## src/rtl/word_assembler_pkg.sv

```systemverilog
// Shared types, default sizes and lane-ordering helper for the byte-to-word assembler.
package word_assembler_pkg;

    localparam int BYTE_W_DEF = 8;
    localparam int LANES_DEF  = 2;
    localparam int N_CH_DEF   = 2;

    typedef enum logic [1:0] {
        EMPTY = 2'd0,
        FILL  = 2'd1,
        STALL = 2'd2
    } acc_state_t;

    // Lane written by the k-th byte of a word.
    function automatic int lane_index(input int k, input logic big_endian, input int lanes);
        return big_endian ? (lanes - 1 - k) : k;
    endfunction

endpackage

```

## src/rtl/word_assembler_if.sv

```systemverilog
// Byte-in / word-out handshake bundle for word_assembler.
interface word_assembler_if
    import word_assembler_pkg::*;
#(
    parameter int BYTE_W = BYTE_W_DEF,
    parameter int LANES  = LANES_DEF,
    parameter int N_CH   = N_CH_DEF
) ();
    localparam int WORD_W = LANES * BYTE_W;
    localparam int CH_W   = $clog2(N_CH);
    localparam int CNT_W  = $clog2(LANES + 1);

    logic [N_CH*BYTE_W-1:0] in_data;
    logic                   in_valid;
    logic                   in_ready;
    logic [CH_W-1:0]        sel;
    logic                   big_endian;
    logic                   flush;
    logic [WORD_W-1:0]      out_word;
    logic [CNT_W-1:0]       out_count;
    logic                   out_valid;
    logic                   out_ready;
    logic                   busy;

    modport master (
        output in_data, in_valid, sel, big_endian, flush, out_ready,
        input  in_ready, out_word, out_count, out_valid, busy
    );

    modport slave (
        input  in_data, in_valid, sel, big_endian, flush, out_ready,
        output in_ready, out_word, out_count, out_valid, busy
    );

endinterface

```

## src/rtl/word_assembler_byte_channel_mux.sv

```systemverilog
// N_CH:1 byte selector; an out-of-range select yields an all-zero byte.
module byte_channel_mux
    import word_assembler_pkg::*;
#(
    parameter int BYTE_W = BYTE_W_DEF,
    parameter int N_CH   = N_CH_DEF,
    parameter int CH_W   = $clog2(N_CH)
) (
    input  logic [N_CH*BYTE_W-1:0] data,
    input  logic [CH_W-1:0]        sel,
    output logic [BYTE_W-1:0]      byte_out
);

    always_comb begin
        byte_out = '0;
        for (int c = 0; c < N_CH; c++) begin
            if (int'(sel) == c) byte_out = data[c*BYTE_W +: BYTE_W];
        end
    end

endmodule

```

## src/rtl/word_assembler.sv

```systemverilog
// Gathers LANES bytes from a selected channel into one word, with flush, endianness
// and a decoupled output register so the next word can fill behind a stalled one.
module word_assembler
    import word_assembler_pkg::*;
#(
    parameter int BYTE_W = BYTE_W_DEF,
    parameter int LANES  = LANES_DEF,
    parameter int N_CH   = N_CH_DEF
) (
    input  logic             clk,
    input  logic             rst_n,
    word_assembler_if.slave  bus
);
    localparam int WORD_W = LANES * BYTE_W;
    localparam int CH_W   = $clog2(N_CH);
    localparam int CNT_W  = $clog2(LANES + 1);

    acc_state_t                   state, state_nxt;
    logic [LANES-1:0][BYTE_W-1:0] acc, acc_nxt;
    logic [CNT_W-1:0]             cnt, cnt_nxt;
    logic [CH_W-1:0]              cap_sel, eff_sel;
    logic                         cap_be, eff_be;
    logic [BYTE_W-1:0]            mux_byte;
    logic                         in_ready, accept, last_byte, slot_free;
    logic                         load_out, clear_acc;
    int                           lane;

    logic [WORD_W-1:0]            out_word_q;
    logic [CNT_W-1:0]             out_count_q;
    logic                         out_valid_q;

    assign in_ready  = (state != STALL);
    assign accept    = bus.in_valid && in_ready;
    assign last_byte = accept && (int'(cnt) == LANES - 1);
    assign slot_free = !out_valid_q || bus.out_ready;

    // Byte 0 takes sel/endian live; later bytes use what was captured with byte 0.
    assign eff_sel = (state == EMPTY) ? bus.sel        : cap_sel;
    assign eff_be  = (state == EMPTY) ? bus.big_endian : cap_be;

    byte_channel_mux #(
        .BYTE_W (BYTE_W),
        .N_CH   (N_CH),
        .CH_W   (CH_W)
    ) u_mux (
        .data     (bus.in_data),
        .sel      (eff_sel),
        .byte_out (mux_byte)
    );

    assign lane    = lane_index(int'(cnt), eff_be, LANES);
    assign cnt_nxt = cnt + CNT_W'(accept);

    for (genvar l = 0; l < LANES; l++) begin : g_lane
        assign acc_nxt[l] = (accept && lane == l) ? mux_byte : acc[l];
    end

    always_ff @(posedge clk or negedge rst_n) begin
        if (!rst_n) state <= EMPTY;
        else        state <= state_nxt;
    end

    always_comb begin
        state_nxt = state;
        load_out  = 1'b0;
        clear_acc = 1'b0;
        case (state)
            EMPTY: begin
                if (accept) state_nxt = FILL;
            end
            FILL: begin
                if (last_byte || bus.flush) begin
                    if (slot_free) begin
                        load_out  = 1'b1;
                        clear_acc = 1'b1;
                        state_nxt = EMPTY;
                    end else begin
                        state_nxt = STALL;
                    end
                end
            end
            STALL: begin
                // Completed word parked in acc; acc_nxt/cnt_nxt equal acc/cnt here.
                if (slot_free) begin
                    load_out  = 1'b1;
                    clear_acc = 1'b1;
                    state_nxt = EMPTY;
                end
            end
            default: state_nxt = EMPTY;
        endcase
    end

    always_ff @(posedge clk or negedge rst_n) begin
        if (!rst_n) begin
            acc     <= '0;
            cnt     <= '0;
            cap_sel <= '0;
            cap_be  <= 1'b0;
        end else begin
            if (clear_acc) begin
                acc <= '0;
                cnt <= '0;
            end else begin
                acc <= acc_nxt;
                cnt <= cnt_nxt;
            end
            if (accept && state == EMPTY) begin
                cap_sel <= bus.sel;
                cap_be  <= bus.big_endian;
            end
        end
    end

    always_ff @(posedge clk or negedge rst_n) begin
        if (!rst_n) begin
            out_word_q  <= '0;
            out_count_q <= '0;
            out_valid_q <= 1'b0;
        end else if (load_out) begin
            out_word_q  <= acc_nxt;
            out_count_q <= cnt_nxt;
            out_valid_q <= 1'b1;
        end else if (bus.out_ready) begin
            out_valid_q <= 1'b0;
        end
    end

    assign bus.in_ready  = in_ready;
    assign bus.out_word  = out_word_q;
    assign bus.out_count = out_count_q;
    assign bus.out_valid = out_valid_q;
    assign bus.busy      = (state != EMPTY);

endmodule

```

## src/flat_wrapper.sv

```systemverilog
// flat-port wrapper written by rule: the top's interface ports become plain ports
module word_assembler_flat import word_assembler_pkg::*;
#(
    parameter int BYTE_W = BYTE_W_DEF,
    parameter int LANES  = LANES_DEF,
    parameter int N_CH   = N_CH_DEF
)
  (clk, rst_n, bus_in_data, bus_in_valid, bus_sel, bus_big_endian, bus_flush, bus_out_ready, bus_in_ready, bus_out_word, bus_out_count, bus_out_valid, bus_busy);
  word_assembler_if #(.BYTE_W(BYTE_W), .LANES(LANES), .N_CH(N_CH)) bus_i ();
  input  logic clk;
  input  logic rst_n;
  input wire logic [$bits(bus_i.in_data)-1:0] bus_in_data;
  input wire logic [$bits(bus_i.in_valid)-1:0] bus_in_valid;
  input wire logic [$bits(bus_i.sel)-1:0] bus_sel;
  input wire logic [$bits(bus_i.big_endian)-1:0] bus_big_endian;
  input wire logic [$bits(bus_i.flush)-1:0] bus_flush;
  input wire logic [$bits(bus_i.out_ready)-1:0] bus_out_ready;
  output wire logic [$bits(bus_i.in_ready)-1:0] bus_in_ready;
  output wire logic [$bits(bus_i.out_word)-1:0] bus_out_word;
  output wire logic [$bits(bus_i.out_count)-1:0] bus_out_count;
  output wire logic [$bits(bus_i.out_valid)-1:0] bus_out_valid;
  output wire logic [$bits(bus_i.busy)-1:0] bus_busy;
  assign bus_i.in_data = bus_in_data;
  assign bus_i.in_valid = bus_in_valid;
  assign bus_i.sel = bus_sel;
  assign bus_i.big_endian = bus_big_endian;
  assign bus_i.flush = bus_flush;
  assign bus_i.out_ready = bus_out_ready;
  assign bus_in_ready = bus_i.in_ready;
  assign bus_out_word = bus_i.out_word;
  assign bus_out_count = bus_i.out_count;
  assign bus_out_valid = bus_i.out_valid;
  assign bus_busy = bus_i.busy;
  word_assembler #(.BYTE_W(BYTE_W), .LANES(LANES), .N_CH(N_CH)) u_core (.clk(clk), .rst_n(rst_n), .bus(bus_i));
endmodule
```

## config.mk

```make
export PLATFORM = sky130hd
export DESIGN_NAME = word_assembler_flat
export DESIGN_NICKNAME = d
export VERILOG_FILES = /design/src/rtl/word_assembler_pkg.sv /design/src/rtl/word_assembler_if.sv /design/src/rtl/word_assembler_byte_channel_mux.sv /design/src/rtl/word_assembler.sv /design/src/flat_wrapper.sv
export SDC_FILE = /design/constraint.sdc
export NUM_CORES = 1
export LEC_CHECK = 0
export BUFFER_PORTS_ARGS = -buffer_cell sky130_fd_sc_hd__buf_2
export CAP_MARGIN = 5
export CORE_ASPECT_RATIO = 1.2
export CORE_MARGIN = 1.5
export CORE_UTILIZATION = 50
export CTS_CLUSTER_SIZE = 8
export DETAILED_ROUTE_END_ITERATION = 12
export PLACE_DENSITY = 0.74
export SYNTH_ARGS = -nofsm -noshare
export SYNTH_HDL_FRONTEND = slang
export SYNTH_SLANG_ARGS = --single-unit
```

## constraint.sdc

```tcl
create_clock -name clk -period 6.5 [get_ports clk]
set_clock_uncertainty 0.2 [all_clocks]
set_input_delay 0.65 -clock clk [delete_from_list [all_inputs] [get_ports clk]]
set_output_delay 0.65 -clock clk [all_outputs]
set_load 0.02 [all_outputs]
```

==> results.toml, run 1 <==
[timing]
grt_setup_unrepaired = "no"
hold_viol_final = 0
finalCriticalPeriod_ns = 2.65
finalCritPeriodShare_pct = 40.8
setup_tns_ns = 0
slew_violations = 0
setup_viol = 0
slew_headroom_pct = 23.7
worst_pin_slew_ns = 1.14
clock.fmax_ghz = 0.377

[floorplan]
rows = 24
die_area_um2 = 4340
initial_core_util_pct = 53.5
pin_count = 44
die_h_um = 71.8
core-area_um2 = 3690
chipWidth_um = 60.4

[yosys]
synth_top_area_share_pct = 52.0
yosys_warnings = 0
synthCells = 159
ys_ff_latch = 41
yosysSeqAreaShare_pct = 52.0
synth_common_cells = "dfrtp_1 (41), mux2i_1 (33), inv_1 (22)"
synth_top_cell_by_area = "dfrtp_1"
syn_area_um2 = 1970
synth.most_common_cell = "dfrtp_1"
synth_edf_count = 0
synthTopCellsByArea = "dfrtp_1 (52%), mux2i_1 (17%), mux2_4 (5.3%)"
async_flop_share_pct = 100
synth_ff_type = "dfrtp_1"
syn_nets = 186
synth.distinct_cells = 30
avgSynthCellArea_um2 = 12.4

[worst_setup_path]
cp_max_fo = 8
cp-start-kind = "flip-flop"
r2r_cells = 6
crit_type = "flip-flop to flip-flop"
cp_data_required_time_ns = 6.43
arrival_ns = 2.58
cp-end-kind = "flip-flop"

[cts]
holdBufCountCts = 0
cts_tree = "done"
insertion_delay_ns = 0.29
htree_levels = 2
cts_sinks = 41
post_cts_buffers = 0
path_clk_slew_ns = 0.07
clockRootBuffer = "clkbuf_8"
numCtsBuffers = 5
cts_resized = 0
clockBufferDepth = 2

[global_route]
antenna_found_initial = 0
grt_pass1_vias = 1362
overflow = 0
grt_max_degree = 42
grt_pass1_wl_mm = 6.18
track_usage_pct = 19.4

[pwr]
p_switching_mw = 0.453
pwr-share-clk_pct = 14.6
powerDensity_nw_per_um2 = 494
power.share.switching_pct = 39.5
comb_power_share_pct = 47.2
p_leak_nw = 1.14
seqPwrFrac_pct = 38.2
worst_ir_drop_vdd_v = 0.000240
cellInternalPower_mw = 0.693

[detailed_routing]
first_pass_iters = 4
routed_wl_mm = 3.74
vias = 1291
drt-wirelength-per-cell_um = 14.6
avgViaCountPerCell = 5.02
initialDrtViolationCount = 74
drc = 0
detail-route-antenna-nets = 0

[final_layout]
syn2layout_area_growth_pct = 17.4
fin_area_um2 = 2320
nets = 232
antennaDiodeCount = 0
layout-drive-gt1-share_pct = 31.7

[place]
dpl_cell_area_um2 = 2230
port_buffers = 43
dp_hpwl_mm = 2.62
globalplace.congestion = 0.787

[min_path]
hold_class = "input port to asynchronous set/reset pin"

[outcome]
outcome = "finished clean"

[flow_run]
drv_cap = 0
## power groups by stage
| stage | Combinational (mW) | Sequential [mW] | Clock (mW) |
|---|---|---|---|
| after floorplan | 0.336 | 0.505 | 0 |
| after global placement | 0.530 | 0.434 | 0 |
| after detailed placement | 0.548 | 0.441 | 0 |
| after CTS | 0.551 | 0.439 | 0.174 |
| after global routing | 0.589 | 0.452 | 0.182 |
| final | 0.541 | 0.437 | 0.167 |
## layer usage
layer	track usage (%)	vias to the layer above	share of wire [%]
met4	8.15	0	1.9
met5	0	-	0
met1	23.6	631	43
met3	5.42	9	3.7
li1	-	618	-
met2	31.9	33	51
## path summary, 6_finish.rpt
| kind | slack (ns) | endpoint | startpoint |
|---|---|---|---|
| setup / recovery | 3.85 | u_core.bus.out_word[6] | u_core.state[1] |
| hold / removal | 0.29 | u_core.bus.out_word[0] | rst_n |
| setup reg to reg | 3.85 | u_core.bus.out_word[6] | u_core.state[1] |
| hold reg to reg | 0.29 | u_core.bus.out_count[0] | u_core.bus.out_count[0] |
| max in group asynchronous | 5.26 | u_core.bus.out_word[1] | rst_n |
| min in group clk | 0.29 | u_core.bus.out_count[0] | u_core.bus.out_count[0] |
## critical path, cell delays in order (launching register included)
cell	delay, ns
dfrtp_1	0.41
inv_1	0.09
ha_1	0.29
mux2i_2	0.74
mux2_2	0.43
mux2i_1	0.20
mux2i_1	0.11
## final cells by class
cell class                 instances  area (um2)
sequential                        41        1030
multi-input combinational         92         842
clock buffer                       7        86.3
inverter                          22        82.6
fill                             319        1380
tap                               52        65.1
timing repair buffer              43         215
## state kept, by name, summed over array words and instances, names as in the netlist
register / flops
u_core.state: 2
u_core.cap_be: 1
u_core.bus.out_valid: 1
u_core.acc: 16
u_core.bus.out_count: 2
u_core.bus.out_word: 16
u_core.cnt: 2
u_core.cap_sel: 1
## kinds of logic after synthesis
family | Yosys count | synth area share, %
flops | 41 | 52.0
fa+ha+maj | 4 | 2.53
compound gates | 7 | 2.09
buf+inv | 26 | 5.96
simple gates | 31 | 8.43
mux | 49 | 28.6
xor+xnor | 1 | 0.444
## through the flow
step / utilization [%] / setup slack [ns] / std cells / power, mW / hold slack [ns]
2_1_floorplan: - / 4.24 / 159 / 0.842 / 0.154
3_3_place_gp: 60.4 / 3.89 / 250 / 0.963 / 0.265
3_5_place_dp: 60.4 / 3.81 / 250 / 0.989 / 0.278
4_1_cts: 62.7 / 3.83 / 257 / 1.16 / 0.295
5_1_grt: 62.7 / 3.69 / 257 / 1.22 / 0.322
6_report: 62.7 / 3.85 / 257 / 1.15 / 0.286
## cell usage in the layout (no fill, tap or decap), drive strengths merged
master and instances:
a21o 1, a21oi 2, a22o 1, and3b 1, and4bb 1, buf 43
clkbuf 7, dfrtp 41, ha 4, inv 22, mux2 12, mux2i 37
nand2 2, nand2b 1, nand3b 1, nand4bb 1, nor2 18, nor2b 3
nor3 1, nor3b 1, o21ai 3, or4b 1, xnor2 1
(Power assumes the default switching activity.)
==> inputs of run 2 (changes only) <==
--- a/config.mk
+++ b/config.mk
@@ -5,11 +5,12 @@
 export SDC_FILE = /design/constraint.sdc
 export NUM_CORES = 1
 export LEC_CHECK = 0
+export ABC_AREA = 1
 export BUFFER_PORTS_ARGS = -buffer_cell sky130_fd_sc_hd__buf_2
 export CAP_MARGIN = 5
 export CORE_ASPECT_RATIO = 1.2
 export CORE_MARGIN = 1.5
-export CORE_UTILIZATION = 50
+export CORE_UTILIZATION = 48
 export CTS_CLUSTER_SIZE = 8
 export DETAILED_ROUTE_END_ITERATION = 12
 export PLACE_DENSITY = 0.74
==> constraint.sdc (replaced) <==
create_clock -name clk -period 2.4 [get_ports clk]
set_clock_uncertainty 0.2 [all_clocks]
set_input_delay 0.24 -clock clk [delete_from_list [all_inputs] [get_ports clk]]
set_output_delay 0.24 -clock clk [all_outputs]
set_load 0.02 [all_outputs]
==> run 2 against run 1 <==
Net effect:
- count of clock-buffer cells in the layout is 1 lower
- cell area is 2.1% higher
- maximum frequency is 36% higher
- sequential share of layout area is 0.91 points lower
- critical endpoint is now u_core.bus.out_word[9]
==> results.toml, run 2 <==
[outcome]
outcome = "finished clean"

[final_layout]
nFillCells = 390
final_common_cell = "nand2_1"
layout_common_cells = "nand2_1 (121), buf_2 (43), dfrtp_1 (41)"
antennaDiodeCount = 0
layout-drive-gt1-share_pct = 22.7
syn2layout_area_growth_pct = 19.2
nets = 327
fin_util_pct = 60.0

[timing]
slew_violations = 0
grt_setup_unrepaired = "no"
slew_headroom_pct = 39.5
hold_slack_ns = 0.00514
clock.fmax_ghz = 0.513
setup_tns_ns = 0
finalCriticalPeriod_ns = 1.95
worst_slack_ns = 0.449
setup_viol = 0
hold_viol_final = 0
finalCritPeriodShare_pct = 81.3
worst_pin_slew_ns = 0.907

[global_route]
antenna_found_initial = 0
overflow = 0
grt_pass1_vias = 1696
grt_max_degree = 42
track_usage_pct = 22.0
grt_pass1_wl_mm = 7.35

[worst_setup_path]
cp_top_family = "simple AND/OR/NAND/NOR gates"
rr_startpoint = "u_core.state[0]"
worstSetupStartpoint = "u_core.state[0]"
reg2reg_slack_ns = 0.45
cp-start-kind = "flip-flop"
slowest_stage = "dfrtp_1"
worst_path_most_repeated_cell = "nand2_1"
crit_type = "flip-flop to flip-flop"
cp_cell_sequence = "inv_1 > ha_1 > nor2_2 > nand2_1 > nand2_1 > nand2_2 > a21oi_4 > buf_4 > nand2_1 > nand2_1"
worst-path-buf-inv = 2
arrival_ns = 1.99
worst-path-stages = 10
max_stage_delay_ns = 0.38
cp-endpoint = "u_core.bus.out_word[9]"
cp_data_required_time_ns = 2.44
r2r_cells = 10
cp-end-kind = "flip-flop"
cp_max_fo = 36
rr_endpoint = "u_core.bus.out_word[9]"

[detailed_routing]
initialDrtViolationCount = 110
avgViaCountPerCell = 4.88
drt-wirelength-per-cell_um = 12.4
vias = 1726
first_pass_iters = 4
detail-route-antenna-nets = 0
routed_wl_mm = 4.40
drc = 0

[yosys]
avgSynthCellArea_um2 = 7.97
yosysSeqAreaShare_pct = 51.7
synth_ff_type = "dfrtp_1"
synthTopCellsByArea = "dfrtp_1 (52%), nand2_1 (23%), nand3_1 (7.6%)"
synth.distinct_cells = 19
synthCells = 249
async_flop_share_pct = 100
synth_edf_count = 0
syn_nets = 276
yosys_warnings = 0
syn_area_um2 = 1990
synth_top_cell_by_area = "dfrtp_1"
ys_ff_latch = 41
synth.most_common_cell = "nand2_1"
synth_common_cells = "nand2_1 (121), dfrtp_1 (41), nand3_1 (30)"
synth_top_area_share_pct = 51.7

[pwr]
seqPwrFrac_pct = 35.1
worst_ir_drop_vdd_v = 0.000675
p_total_mw = 3.02
pwr-share-clk_pct = 15.1
power.share.switching_pct = 45.1
powerDensity_nw_per_um2 = 1280
cellInternalPower_mw = 1.66
comb_power_share_pct = 49.8
p_leak_nw = 1.37
p_switching_mw = 1.36

[place]
globalplace.congestion = 0.800
port_buffers = 43
pre_cts_slack_ns = 0.473
dp_hpwl_mm = 3.13

[floorplan]
chipWidth_um = 61.7
core-area_um2 = 3940
pin_count = 44
die_h_um = 73.5
rows = 25
die_area_um2 = 4530
initial_core_util_pct = 50.4

[cts]
post_cts_buffers = 0
clockBufferDepth = 2
cts_tree = "done"
numCtsBuffers = 5
htree_levels = 2
holdBufCountCts = 2
clockRootBuffer = "clkbuf_8"
path_clk_slew_ns = 0.07
cts_resized = 0
insertion_delay_ns = 0.29
cts_sinks = 41

[flow_run]
drv_cap = 0

[min_path]
hold_class = "input port to flip-flop"
-- run 2: changes by cell type in the layout (fill, tap and decap cells not counted), moves of 4 or more --
cell	before	now
nand2_1	2	121
mux2i_1	33	0
nand3_1	0	30
a21oi_1	1	16
nor2_1	18	4
inv_1	22	9
mux2_4	7	0
buf_4	0	4
inv_2	0	4
nand2_2	0	4
-- run 2: worst register-to-register path, stage by stage, from the launching register on --
cell and delay [ns]:
dfrtp_1 0.38, inv_1 0.08, ha_1 0.23, nor2_2 0.14, nand2_1 0.09, nand2_1 0.08, nand2_2 0.07, a21oi_4 0.11
buf_4 0.33, nand2_1 0.12, nand2_1 0.07
-- run 2: how the worst min path moves through the flow --
stage,from,endpoint,slack [ns],depth (start not counted)
finish,bus_sel,u_core.cap_sel,0.005,2
global route,bus_sel,u_core.cap_sel,0.003,2
CTS,bus_sel,u_core.cap_sel,0.0002,2
floorplan,rst_n,u_core.acc[0],-0.26,0
global placement,rst_n,u_core.bus.out_valid,0.22,1
detailed placement,rst_n,u_core.cap_sel,0.23,1
-- run 2: area by class of cell --
class | count | area (um2) | area share (%)
clock inverters | 1 | 7.51 | 0.317
repair buffers | 49 | 265 | 11.2
inverters | 13 | 48.8 | 2.06
flip-flops and latches | 41 | 1030 | 43.4
clock buffers | 6 | 82.6 | 3.49
well taps | 54 | 67.6 | 2.86
multi-input cells | 190 | 868 | 36.7
-- run 2: metrics by stage --
step / std cells / instance area, um2
5_1_grt: 354 / 2370
6_report: 354 / 2370
2_1_floorplan: 249 / 1990
3_3_place_gp: 345 / 2260
4_1_cts: 354 / 2370
3_5_place_dp: 345 / 2260
-- run 2: cells by family after synthesis --
| logic type | count (synthesis) | share of synthesized area (%) |
|---|---|---|
| buffers and inverters | 18 | 4.60 |
| DFF | 41 | 51.7 |
| muxes | 1 | 0.567 |
| and+or+nand+nor | 163 | 34.3 |
| AOI/OAI and AO/OA | 21 | 5.86 |
| xor gates and xnor gates | 1 | 0.441 |
| adders and majority gates | 4 | 2.52 |
-- run 2: routing by layer --
layer,wire length (um),share of wire (%),global-route usage (%)
met1,2070,47,29.2
met3,244,5.5,6.87
met2,2020,46,33.3
met4,68,1.5,8.75
met5,0,0,0
-- run 2: power by group through the flow --
stage	combinational, mW	sequential (mW)	clock (mW)
detailed placement	1.50	1.07	0
global route	1.72	1.09	0.499
CTS	1.51	1.06	0.471
floorplan	0.995	1.19	0
finish	1.50	1.06	0.457
global placement	1.47	1.06	0
